[src/rtl/uart_resp_pkg.sv]
// Shared encodings for the UART protocol responder: FSM states and reply modes.
package uart_resp_pkg;

    typedef enum logic [2:0] {
        IDLE    = 3'd0,
        LOAD    = 3'd1,
        START   = 3'd2,
        WAIT_HI = 3'd3,
        WAIT_LO = 3'd4
    } state_e;

    localparam int MODE_FIXED      = 0;
    localparam int MODE_ECHO       = 1;
    localparam int MODE_ECHO_FIXED = 2;

    // Number of bytes transmitted for one request in the given mode.
    function automatic int seq_len(input int mode, input int resp_len);
        if (mode == MODE_ECHO)
            return 1;
        else if (mode == MODE_ECHO_FIXED)
            return resp_len + 1;
        else
            return resp_len;
    endfunction

endpackage

[src/rtl/sync_fifo.sv]
// Single-clock request FIFO. Head is read combinationally so the consumer can
// pop and capture in the same cycle; a push and pop together are accepted
// even when full.
module sync_fifo #(
    parameter int WIDTH = 8,
    parameter int DEPTH = 4,
    localparam int AW = $clog2(DEPTH),
    localparam int LW = $clog2(DEPTH + 1)
) (
    input  logic             clk,
    input  logic             rst_n,
    input  logic             push_i,
    input  logic             pop_i,
    input  logic [WIDTH-1:0] din_i,
    output logic [WIDTH-1:0] dout_o,
    output logic             full_o,
    output logic             empty_o,
    output logic [LW-1:0]    level_o
);

    logic [WIDTH-1:0] mem_q [DEPTH];
    logic [AW-1:0]    wr_ptr_q;
    logic [AW-1:0]    rd_ptr_q;
    logic [LW-1:0]    level_q;
    logic             do_push;
    logic             do_pop;

    assign full_o  = (level_q == LW'(DEPTH));
    assign empty_o = (level_q == '0);
    assign level_o = level_q;
    assign dout_o  = mem_q[rd_ptr_q];

    // A pop frees the slot the simultaneous push needs, so full does not block it.
    assign do_pop  = pop_i && !empty_o;
    assign do_push = push_i && (!full_o || do_pop);

    // Storage write; contents need no reset because the pointers define validity.
    always_ff @(posedge clk) begin
        if (do_push)
            mem_q[wr_ptr_q] <= din_i;
    end

    // Pointer and occupancy bookkeeping; pointers wrap naturally (DEPTH is a power of two).
    always_ff @(posedge clk or negedge rst_n) begin
        if (!rst_n) begin
            wr_ptr_q <= '0;
            rd_ptr_q <= '0;
            level_q  <= '0;
        end else begin
            if (do_push)
                wr_ptr_q <= wr_ptr_q + 1'b1;
            if (do_pop)
                rd_ptr_q <= rd_ptr_q + 1'b1;
            if (do_push && !do_pop)
                level_q <= level_q + 1'b1;
            else if (do_pop && !do_push)
                level_q <= level_q - 1'b1;
        end
    end

endmodule

[src/rtl/uart_responder.sv]
// UART protocol responder: queues received bytes and answers each with a fixed
// string, an echo, or an echo followed by the fixed string, handshaking every
// byte with the transmitter's busy flag.
// Optional macro RESP_TIMEOUT_EN: abandon a sequence when tx_busy never rises
// within TIMEOUT cycles of a strobe, pulsing tx_timeout.
module uart_responder
    import uart_resp_pkg::*;
#(
    parameter int          DEPTH     = 4,
    parameter int          MODE      = 0,
    parameter int          RESP_LEN  = 1,
    parameter logic [63:0] RESP_DATA = 64'h38,
    parameter int          TIMEOUT   = 24000,
    localparam int         LW        = $clog2(DEPTH + 1)
) (
    input  logic          clk,
    input  logic          rst_n,
    input  logic          rx_valid,
    input  logic [7:0]    rx_data,
    input  logic          rx_error,
    input  logic          tx_busy,
    output logic          tx_start,
    output logic [7:0]    tx_data,
    output logic          busy,
    output logic [LW-1:0] fifo_level,
    output logic          overflow,
    input  logic          clr_overflow
`ifdef RESP_TIMEOUT_EN
    ,
    output logic          tx_timeout
`endif
);

    localparam int         SEQ_LEN = seq_len(MODE, RESP_LEN);
    localparam logic [3:0] LAST_IDX = 4'(SEQ_LEN - 1);

    state_e     state_q;
    logic [7:0] req_q;
    logic [3:0] idx_q;
    logic       tx_start_q;
    logic [7:0] tx_data_q;
    logic       overflow_q;

    logic       push_req;
    logic       fifo_pop;
    logic [7:0] fifo_dout;
    logic       fifo_full;
    logic       fifo_empty;
    logic [3:0] sel_idx;
    logic [7:0] sel_req;
    logic [7:0] tx_data_d;

    assign push_req = rx_valid && !rx_error;
    assign fifo_pop = (state_q == LOAD);

    sync_fifo #(
        .WIDTH (8),
        .DEPTH (DEPTH)
    ) u_fifo (
        .clk     (clk),
        .rst_n   (rst_n),
        .push_i  (push_req),
        .pop_i   (fifo_pop),
        .din_i   (rx_data),
        .dout_o  (fifo_dout),
        .full_o  (fifo_full),
        .empty_o (fifo_empty),
        .level_o (fifo_level)
    );

    // Byte at position idx of the reply sequence for request byte req.
    function automatic logic [7:0] pick_byte(input logic [7:0] req, input logic [3:0] idx);
        logic [2:0] fidx;
        logic [7:0] b;
        fidx = (MODE == MODE_ECHO_FIXED) ? 3'(idx - 4'd1) : idx[2:0];
        b    = RESP_DATA[{fidx, 3'b000} +: 8];
        if (MODE == MODE_ECHO)
            b = req;
        else if ((MODE == MODE_ECHO_FIXED) && (idx == 4'd0))
            b = req;
        return b;
    endfunction

    // Next byte to load: first byte straight from the FIFO head in LOAD, else the following index.
    always_comb begin
        sel_idx   = (state_q == LOAD) ? 4'd0 : idx_q + 4'd1;
        sel_req   = (state_q == LOAD) ? fifo_dout : req_q;
        tx_data_d = pick_byte(sel_req, sel_idx);
    end

`ifdef RESP_TIMEOUT_EN
    localparam int TW = $clog2(TIMEOUT) + 1;
    logic [TW-1:0] tmo_cnt_q;
    logic          tx_timeout_q;
    assign tx_timeout = tx_timeout_q;
`endif

    // Transmit sequencer with registered strobe and data.
    always_ff @(posedge clk or negedge rst_n) begin
        if (!rst_n) begin
            state_q    <= IDLE;
            req_q      <= '0;
            idx_q      <= '0;
            tx_start_q <= 1'b0;
            tx_data_q  <= '0;
`ifdef RESP_TIMEOUT_EN
            tmo_cnt_q    <= '0;
            tx_timeout_q <= 1'b0;
`endif
        end else begin
            tx_start_q <= 1'b0;
`ifdef RESP_TIMEOUT_EN
            tx_timeout_q <= 1'b0;
`endif
            case (state_q)
                IDLE: begin
                    if (!fifo_empty && !tx_busy)
                        state_q <= LOAD;
                end
                LOAD: begin
                    req_q      <= fifo_dout;
                    idx_q      <= '0;
                    tx_data_q  <= tx_data_d;
                    tx_start_q <= 1'b1;
                    state_q    <= START;
                end
                START: begin
`ifdef RESP_TIMEOUT_EN
                    tmo_cnt_q <= '0;
`endif
                    state_q <= WAIT_HI;
                end
                WAIT_HI: begin
                    if (tx_busy)
                        state_q <= WAIT_LO;
`ifdef RESP_TIMEOUT_EN
                    else if (tmo_cnt_q == TW'(TIMEOUT - 1)) begin
                        tx_timeout_q <= 1'b1;
                        state_q      <= IDLE;
                    end else
                        tmo_cnt_q <= tmo_cnt_q + 1'b1;
`endif
                end
                WAIT_LO: begin
                    if (!tx_busy) begin
                        if (idx_q == LAST_IDX)
                            state_q <= IDLE;
                        else begin
                            idx_q      <= idx_q + 4'd1;
                            tx_data_q  <= tx_data_d;
                            tx_start_q <= 1'b1;
                            state_q    <= START;
                        end
                    end
                end
                default: state_q <= IDLE;
            endcase
        end
    end

    // Sticky drop flag; a new drop wins over a clear in the same cycle.
    always_ff @(posedge clk or negedge rst_n) begin
        if (!rst_n)
            overflow_q <= 1'b0;
        else if (push_req && fifo_full && !fifo_pop)
            overflow_q <= 1'b1;
        else if (clr_overflow)
            overflow_q <= 1'b0;
    end

    assign tx_start = tx_start_q;
    assign tx_data  = tx_data_q;
    assign overflow = overflow_q;
    assign busy     = (state_q != IDLE) || !fifo_empty;

endmodule

[config.mk]
export PLATFORM = sky130hd
export DESIGN_NAME = uart_responder
export DESIGN_NICKNAME = d
export VERILOG_FILES = /design/src/rtl/uart_resp_pkg.sv /design/src/rtl/sync_fifo.sv /design/src/rtl/uart_responder.sv
export SDC_FILE = /design/constraint.sdc
export NUM_CORES = 1
export LEC_CHECK = 0
export CAP_MARGIN = 5
export CORE_UTILIZATION = 50
export CTS_CLUSTER_DIAMETER = 120
export CTS_CLUSTER_SIZE = 28
export DETAILED_ROUTE_END_ITERATION = 16
export GPL_ROUTABILITY_DRIVEN = 0
export GPL_TIMING_DRIVEN = 1
export PLACE_DENSITY_LB_ADDON = 0.1
export SLEW_MARGIN = 20
export SYNTH_ARGS = -nofsm -noshare
export SYNTH_HDL_FRONTEND = slang
export SYNTH_HIERARCHICAL = 1
export SYNTH_SLANG_ARGS = --single-unit
[constraint.sdc]
create_clock -name clk -period 2.3 [get_ports clk]
set_input_delay 0.46 -clock clk [delete_from_list [all_inputs] [get_ports clk]]
set_output_delay 0.46 -clock clk [all_outputs]
set_load 0.02 [all_outputs]
==> summary.txt, run 1 <==
RUN STATUS
----------------------------------------------------------------------------
Outcome                                                            completed

FINAL LAYOUT
----------------------------------------------------------------------------
Post-route non-filler standard cell count                                116
Growth of design area from synthesis to finish                         20.8%
Antenna Cells                                                              0
Share of layout cells above drive strength 1                           19.0%
Most common cell after layout, fill and taps aside              sky130_fd_sc_hd__clkdlybuf4s50_1
Nets                                                                     119
Top library cells by usage in the layout, fill and taps aside   14 x sky130_fd_sc_hd__clkdlybuf4s50_1, 13 x sky130_fd_sc_hd__dfrtp_1, 8 x sky130_fd_sc_hd__inv_1, 7 x sky130_fd_sc_hd__buf_4, 5 x sky130_fd_sc_hd__conb_1

DRT
----------------------------------------------------------------------------
Via density                                                             5.30
DRT Wirelength                                                       1520 µm
Detailed-route DRC error count                                             0
First-pass DRT Iterations                                                  3
Violation count after the first detailed-routing iteration                 4
Post-DRT Antenna Nets                                                      0
Wirelength per Cell                                                  13.1 µm
Via Count                                                                615

PLACE
----------------------------------------------------------------------------
DP HPWL                                                              1170 µm
Quantity of I/O buffers inserted on ports                                 14
Instance count after placement with tap cells included                   112
Worst slack, placed                                               -0.0979 ns

TIMING
----------------------------------------------------------------------------
Unrepaired setup endpoints after global routing                           no
Clock Skews                                                       0.00775 ns
Share of the clock period used by the worst path after layout          94.5%
Minimum hold slack                                                  0.513 ns
Number of endpoints failing setup at the final stage                       0
Highest achievable clock rate                                        460 MHz
Tmin final                                                           2.17 ns
Final Hold Vio Count                                                       0
Rel. slew slack                                                        59.9%
Worst Tran Pin Value                                                0.600 ns
Final Max Tran Viols                                                       0
Final WS setup                                                      0.126 ns

CLOCK TREE
----------------------------------------------------------------------------
Deepest level of the CTS H-tree                                            1
Cells resized by post-CTS repair                                           0
Worst skew pair latency                                              0.28 ns
Longest Clk Path Bufs                                                      2
Post-CTS setup buffers                                                     0
Clock transition at the registers of the reported paths              0.09 ns
Total clock sinks                                                         13
Number of hold buffers added after cts                                     0
Root Driver                                                     sky130_fd_sc_hd__clkbuf_4
TritonCTS clock tree                                                   built
CTS Buf Count                                                              3

GRT
----------------------------------------------------------------------------
GR Overflow Total                                                          0
Via count of the first global-routing pass                               614
First-pass GRT wire length                                           2680 µm
Antenna violations before repair                                           0
GRT Overall Usage                                                      19.5%
Maximum number of pins on one net before global-route repair              14

DIE
----------------------------------------------------------------------------
Core region area                                                    1540 µm²
Starting Density                                                       55.0%
DIE AREA                                                            1860 µm²
Die width                                                            43.2 µm
Cell row count                                                            14
Die Span Y                                                           43.2 µm
Number of top-level pins                                                  28

POWER
----------------------------------------------------------------------------
Switch Pwr                                                          0.424 mW
P per Cell Area                                                  1050 nW/µm²
Static Leak                                                         0.441 nW
Cell internal pwr                                                   0.647 mW
Portion of total power attributed to sequential cells                  32.3%
Comb power frac                                                        54.2%
Maximum vdd drop                                                    0.583 mV
Sw Share                                                               39.6%
Fraction of power consumed by the clock network                        13.6%

CRITICAL PATH
----------------------------------------------------------------------------
Stages on worst setup path                                                 3
Critical Path Source Type                                           register
CP arrival                                                           1.71 ns
Endpoint required time on the critical path                          1.84 ns
Worst path slowest cell                                         sky130_fd_sc_hd__clkdlybuf4s50_1
Logic depth of the worst register-to-register path                        10
Family with the most delay on the worst path                    buffers and inverters
Count of buffer and inverter cells on the critical path                    1
Type of destination of the critical path                          output pin
Largest stage delay on the critical path                             0.55 ns
Series of cell instances along the critical path                nor3_1 -> nand3b_1 -> clkdlybuf4s50_1
Worst setup path class                                          register to output pin
Largest fanout on the critical path                                        5
R2R Setup Slk                                                        0.13 ns

HOLD PATH
----------------------------------------------------------------------------
Worst min-delay path class                                      register to register
Hold Path Depth                                                            1

SYNTHESIS
----------------------------------------------------------------------------
Number of instances in the synthesized netlist                            80
Mean instance size in the synthesized netlist                       10.6 µm²
Cell area after technology mapping                                   847 µm²
Yosys warning total                                                        6

FLOW RUN
----------------------------------------------------------------------------
Number of max-capacitance violations reported                              0

## final cells by class
type                    count  area (µm²)
clock buffers               3        22.5
clock inverters             1        5.00
fillers                   132         518
inverters                   8        30.0
multi-input cells          54         428
flip-flops and latches     13         325
well taps                  16        20.0
repair buffers             21         193
## flip-flops by register name (all words and copies together), names as in the netlist
register / cells
idx_q: 4
state_q: 3
u_fifo/level_o: 3
overflow: 1
tx_data: 1
tx_start: 1
## through the flow
stage | TNS, ns | cell area [µm²] | utilization [%] | total power [mW]
detailed placement | -0.128 | 996 | 64.6 | 0.931
global placement | -0.0795 | 996 | 64.6 | 0.912
CTS | 0 | 1020 | 66.4 | 1.08
floorplan | 0 | 862 | - | 0.735
finish | 0 | 1020 | 66.4 | 1.07
global route | 0 | 1020 | 66.4 | 1.15
## worst register-to-register path: stages, from the launching register on
cell and delay, ns:
sky130_fd_sc_hd__dfrtp_1 0.39, sky130_fd_sc_hd__or3b_1 0.40, sky130_fd_sc_hd__inv_1 0.08, sky130_fd_sc_hd__inv_1 0.06
sky130_fd_sc_hd__a21boi_4 0.11, sky130_fd_sc_hd__ha_1 0.17, sky130_fd_sc_hd__inv_1 0.05, sky130_fd_sc_hd__fa_1 0.37
sky130_fd_sc_hd__xor2_1 0.15, sky130_fd_sc_hd__nor2_1 0.12, sky130_fd_sc_hd__xor2_1 0.18
## worst paths after layout
kind	from	end
setup / recovery	u_fifo/level_o[1]$_DFFE_PN0P_	busy
hold / removal	idx_q[3]$_DFFE_PN0P_	idx_q[3]$_DFFE_PN0P_
setup reg to reg	state_q[2]$_DFFE_PN0P_	u_fifo/level_o[2]$_DFFE_PN0P_
hold reg to reg	idx_q[3]$_DFFE_PN0P_	idx_q[3]$_DFFE_PN0P_
max in group asynchronous	rst_n	state_q[0]$_DFFE_PN0P_
min in group asynchronous	rst_n	idx_q[0]$_DFFE_PN0P_
## power groups by stage
stage          sequential [mW]  clock (mW)  combinational [mW]
4_1_cts                  0.346       0.150               0.585
3_5_place_dp             0.350           0               0.580
2_1_floorplan            0.432           0               0.303
5_1_grt                  0.354       0.159               0.637
6_report                 0.345       0.145               0.580
3_3_place_gp             0.346           0               0.566
## per-layer routing
metal	GRT usage (%)	routed length, µm	vias up
li1	-	-	304
met1	25.2	703	293
met2	30.7	736	14
met3	2.98	57	4
met4	10.9	21	0
met5	0	0	-
Note: power is estimated with default switching activity, not from simulation.
==> run 2, diff against run 1 <==
CTS_CLUSTER_SIZE = 24   (was 28)
==> results of run 2 <==
The final DEF is identical to that of run 1; final timing and power are the same.
